## config.mk

```make
export PLATFORM = sky130hd
export DESIGN_NAME = stripe_tx_sequencer
export DESIGN_NICKNAME = d
export VERILOG_FILES = /design/src/rtl/stripe_tx_sequencer.sv
export SDC_FILE = /design/constraint.sdc
export NUM_CORES = 1
export LEC_CHECK = 0
export BUFFER_PORTS_ARGS = -buffer_cell sky130_fd_sc_hd__buf_2
export CORE_ASPECT_RATIO = 1.25
export CORE_MARGIN = 5
export CORE_UTILIZATION = 50
export CTS_CLUSTER_DIAMETER = 60
export DETAILED_ROUTE_END_ITERATION = 8
export PLACE_DENSITY = 0.79
export SYNTH_ARGS = -nofsm -noshare
export SYNTH_HDL_FRONTEND = slang
export SYNTH_SLANG_ARGS = --single-unit
```

## constraint.sdc

```tcl
create_clock -name clk -period 4.1 [get_ports clk]
set_input_delay 0.205 -clock clk [delete_from_list [all_inputs] [get_ports clk]]
set_output_delay 0.205 -clock clk [all_outputs]
set_load 0.005 [all_outputs]
```

## src/rtl/stripe_tx_sequencer.sv

```systemverilog
// Transmit sequencer ahead of the byte striper: frames packets (STP/SDP ... END/EDB),
// fills idle time with IDL and inserts lane-aligned SKP ordered sets.
module stripe_tx_sequencer #(
    parameter int unsigned LANES        = 4,
    parameter int unsigned BITS         = 8,
    parameter int unsigned SKP_INTERVAL = 64
) (
    input  logic                       clk,
    input  logic                       reset_l,
    input  logic [BITS-1:0]            in_d,
    input  logic                       in_valid,
    input  logic                       in_sop,
    input  logic                       in_eop,
    input  logic                       in_type,
    input  logic                       in_abort,
    output logic                       in_ready,
    output logic [BITS-1:0]            d,
    output logic                       dk,
    output logic [$clog2(LANES)-1:0]   lane_idx,
    output logic                       skp_active
);

    localparam int unsigned LW = $clog2(LANES);
    localparam int unsigned CW = $clog2(SKP_INTERVAL);
    localparam int unsigned OW = $clog2(4 * LANES);

    localparam logic [LW-1:0] LaneLast  = LW'(LANES - 1);
    localparam logic [LW-1:0] LanePen   = LW'(LANES - 2);
    localparam logic [CW-1:0] CntMax    = CW'(SKP_INTERVAL - 1);
    localparam logic [CW-1:0] CntPreMax = CW'(SKP_INTERVAL - 2);
    localparam logic [OW-1:0] OsLast    = OW'(4 * LANES - 1);
    localparam logic [OW-1:0] OsComEnd  = OW'(LANES);

    localparam logic [BITS-1:0] SymStp = BITS'(8'hFB);
    localparam logic [BITS-1:0] SymSdp = BITS'(8'h5C);
    localparam logic [BITS-1:0] SymEnd = BITS'(8'hFD);
    localparam logic [BITS-1:0] SymEdb = BITS'(8'hFE);
    localparam logic [BITS-1:0] SymCom = BITS'(8'hBC);
    localparam logic [BITS-1:0] SymSkp = BITS'(8'h1C);
    localparam logic [BITS-1:0] SymIdl = BITS'(8'h7C);

    typedef enum logic [2:0] {StIdle, StData, StTrail, StPad, StSkp} state_e;

    state_e          state_q, state_d;
    logic [LW-1:0]   lane_q;
    logic [CW-1:0]   cnt_q, cnt_d;
    logic            pend_q, pend_d;
    logic [OW-1:0]   os_q, os_d;
    logic            abort_q, abort_d;
    logic [BITS-1:0] d_q, d_d;
    logic            dk_q, dk_d;
    logic            act_q, act_d;
    logic            com_start;
    logic            aligned;
    logic            lands_last;

    // aligned: the next symbol lands on lane 0; lands_last: it lands on the last lane
    assign aligned    = (lane_q == LaneLast);
    assign lands_last = (lane_q == LanePen);

    always_ff @(posedge clk or negedge reset_l) begin
        if (!reset_l) begin
            state_q <= StIdle;
        end else begin
            state_q <= state_d;
        end
    end

    always_comb begin
        state_d = state_q;
        unique case (state_q)
            StIdle: begin
                if (aligned && pend_q) begin
                    state_d = StSkp;
                end else if (aligned && in_valid && in_sop) begin
                    state_d = StData;
                end
            end
            StData: begin
                if (!in_valid) begin
                    state_d = StPad;
                end else if (in_eop) begin
                    state_d = StTrail;
                end
            end
            StTrail: state_d = lands_last ? StIdle : StPad;
            StPad:   if (lands_last) state_d = StIdle;
            StSkp:   if (os_q == OsLast) state_d = StIdle;
            default: state_d = StIdle;
        endcase
    end

    always_comb begin
        d_d       = SymIdl;
        dk_d      = 1'b0;
        act_d     = 1'b0;
        in_ready  = 1'b0;
        os_d      = os_q;
        abort_d   = abort_q;
        com_start = 1'b0;
        unique case (state_q)
            StIdle: begin
                if (aligned && pend_q) begin
                    d_d       = SymCom;
                    act_d     = 1'b1;
                    os_d      = OW'(1);
                    com_start = 1'b1;
                end else if (aligned && in_valid && in_sop) begin
                    d_d = in_type ? SymSdp : SymStp;
                end
            end
            StData: begin
                in_ready = 1'b1;
                if (in_valid) begin
                    d_d  = in_d;
                    dk_d = 1'b1;
                    if (in_eop) abort_d = in_abort;
                end else begin
                    d_d = SymEdb;
                end
            end
            StTrail: d_d = abort_q ? SymEdb : SymEnd;
            StPad:   d_d = SymIdl;
            StSkp: begin
                act_d = 1'b1;
                d_d   = (os_q < OsComEnd) ? SymCom : SymSkp;
                os_d  = os_q + OW'(1);
            end
            default: d_d = SymIdl;
        endcase
    end

    // SKP request timer saturates once the request is raised
    always_comb begin
        cnt_d  = cnt_q;
        pend_d = pend_q;
        if (com_start) begin
            cnt_d  = '0;
            pend_d = 1'b0;
        end else if (cnt_q != CntMax) begin
            cnt_d = cnt_q + CW'(1);
            if (cnt_q == CntPreMax) pend_d = 1'b1;
        end
    end

    always_ff @(posedge clk or negedge reset_l) begin
        if (!reset_l) begin
            lane_q  <= LaneLast;
            cnt_q   <= '0;
            pend_q  <= 1'b0;
            os_q    <= '0;
            abort_q <= 1'b0;
            d_q     <= SymIdl;
            dk_q    <= 1'b0;
            act_q   <= 1'b0;
        end else begin
            lane_q  <= lane_q + LW'(1);
            cnt_q   <= cnt_d;
            pend_q  <= pend_d;
            os_q    <= os_d;
            abort_q <= abort_d;
            d_q     <= d_d;
            dk_q    <= dk_d;
            act_q   <= act_d;
        end
    end

    assign d          = d_q;
    assign dk         = dk_q;
    assign lane_idx   = lane_q;
    assign skp_active = act_q;

endmodule
```

==> results_dict.tcl <==
set metrics [dict create \
    p_leak_nw 0.718 \
    clkLatencyLatePin_ns 0.31 \
    drt_iter0_drc 13 \
    clock-root-buffer "clkbuf_4" \
    synth_edf_count 0 \
    via_per_inst 5.90 \
    mostFrequentLayoutCells "buf_2, dfrtp_1, nand2_1" \
    drtPass1Iterations 4 \
    design_area_um2 1580 \
    critPathArrivalTime_ns 1.94 \
    synthArstFlopShare_pct 100 \
    die_w_um 57.4 \
    drv_slew 0 \
    core-area_um2 2680 \
    syn_area_per_cell_um2 10.7 \
    drive_gt1_share_pct 28.7 \
    grt_pass1_vias 1156 \
    hold_viol_final 0 \
    syn_nets 151 \
    cts_tree "yes" \
    cp_max_fo 6 \
    portBuffers 27 \
    crit_type "reg2reg" \
    post_cts_buffers 0 \
    ctsResizeCount 0 \
    skew_ns 0.00573 \
    grt_use_total_pct 16.0 \
    synth_compound_area_share_pct 18.4 \
    avgRoutedWirePerCell_um 15.2 \
    synth_xor_xnor_area_share_pct 0 \
    grt_pass1_wl_um 5240 \
    drc_errors 0 \
    synth_top_family_by_area "simple AND/OR/NAND/NOR gates" \
    place_hpwl_um 2180 \
    vias 1127 \
    dieHeight_um 69.3 \
    place_congestion 0.816 \
    yosys.cell_types.count 47 \
    clk_pin_slew_ns 0.14 \
    finalSetupViolCount 0 \
    p_total_uw 706 \
    antenna_found_initial 0 \
    timing.fmax_ghz 0.589 \
    vdd_drop_max_mv 0.208 \
    worst_pin_slew_ns 0.574 \
    yosys.area_share.simple_pct 23.2 \
    clock_sinks 27 \
    cts_buffers 3 \
    die-area_um2 3980 \
    area_growth_pct 12.4 \
    cp-start-kind "flip-flop" \
    ys_seq_area_share_pct 48.7 \
    min_path_type "in2reg" \
    placed_area_um2 1540 \
    grt_max_degree 28 \
    fin_nets 178 \
    relSlewSlack_pct 61.7 \
    finalCritPeriodShare_pct 41.4 \
    start_util_pct 52.5 \
    overflow 0 \
    synthAdderAreaFrac_pct 4.45 \
    htreeDepth 1 \
    final_common_cell "buf_2" \
    clock_path_buffers 2 \
    syn_inst 131 \
    synthesis.area_um2 1410 \
    r2r_setup_slack_ns 2.40 \
    ys_ff_latch 27 \
    p_per_area_nw_per_um2 447 \
    rsz0062_at_grt "false" \
    synth_warnings 0 \
    ant_nets 0 \
    crit_required_ns 4.34 \
    end_kind "flip-flop" \
    period_needed_ns 1.70 \
    rows 21 \
    final_util_pct 59.0 \
    diodes 0 \
    status "completed" \
    boundaryPins 28 \
    synthMuxAreaShare_pct 1.51 \
    ys.flop_type "dfrtp_1" \
    wl_um 2900 \
    fin_tns_setup_ns 0 \
    cap_violations 0 \
]
-- timing repair --
item                       in CTS  in global routing
hold buffers                    1                  0
setup endpoints to repair       0                  0
hold endpoints to repair       20                  0
-- worst max-delay path, cell delays in order (launching register included) --
cell and delay (ns):
dfstp_2 0.57, ha_1 0.25, and3_1 0.21, a311oi_1 0.09, or4_1 0.51
-- final timing paths --
| kind | to | start | depth (start not counted) |
|---|---|---|---|
| setup reg to reg | d[5]$_DFF_PN1_ | lane_idx[1]$_DFF_PN1_ | 4 |
| hold / removal | d[4]$_DFF_PN1_ | in_d[4] | 2 |
| min in group asynchronous | cnt_q[3]$_DFFE_PN0P_ | reset_l | 2 |
| hold reg to reg | lane_idx[0]$_DFF_PN1_ | lane_idx[0]$_DFF_PN1_ | 1 |
| max in group asynchronous | d[5]$_DFF_PN1_ | reset_l | 2 |
| setup / recovery | d[5]$_DFF_PN1_ | lane_idx[1]$_DFF_PN1_ | 4 |
-- per-layer routing --
| metal | vias up | track usage [%] | part of all wire [%] |
|---|---|---|---|
| li1 | 544 | - | - |
| met1 | 557 | 20.4 | 42 |
| met2 | 24 | 27.8 | 51 |
| met3 | 2 | 2.05 | 5.5 |
| met4 | 0 | 4.64 | 0.93 |
| met5 | - | 0 | 0 |
-- synth_stat cells, drive strengths merged, types with 2 or more instances --
library cell	number	area share (%)
a211oi	3	1.6
inv	3	0.80
buf	5	2.7
o22ai	4	1.8
a31oi	7	3.1
nor3	5	1.8
and3	2	0.89
o21ai	6	2.1
nand3	5	1.8
dfstp	7	13
nand3b	2	1.1
or2b	2	1.1
o21bai	2	1.9
nand2	8	2.1
a21oi	4	1.4
dfrtp	20	36
nand2b	4	1.8
ha	5	4.4
and2b	3	1.6
nor2	7	2.4
nor2b	3	1.3
nor3b	4	2.9
-- cell families (layout without fill, tap and decap cells) --
kind of cell    count (synthesis)  count (layout)
fa+ha+maj                       5               5
buf+inv                         9              35
mux                             2               2
simple gates                   52              52
compound gates                 36              36
flops                          27              27
-- layout make-up --
class                   count  area (µm²)
flip-flops and latches     27         684
clock inverters             1        5.00
clock buffers               3        22.5
fillers                   245        1100
repair buffers             28         145
multi-input cells          95         669
inverters                   3        11.3
well taps                  34        42.5
-- state kept, by name, summed over array words and instances, names as in the netlist, 2 cells and up --
name,cells
d,8
lane_idx,2
os_q,4
cnt_q,6
state_q,3
-- metrics by stage --
stage	instances	worst slack (ns)	hold slack, ns
finish	191	2.40	0.0756
global route	191	2.34	0.0590
CTS	191	2.41	0.0710
detailed placement	186	2.43	0.237
global placement	186	2.48	0.231
floorplan	131	2.51	-0.0906
-- power by group --
group | internal, mW | total (mW) | switching, mW
clock network | 0.0365 | 0.111 | 0.0744
logic | 0.112 | 0.218 | 0.106
registers | 0.320 | 0.377 | 0.0568
total | 0.468 | 0.706 | 0.237
(Power assumes the default switching activity.)
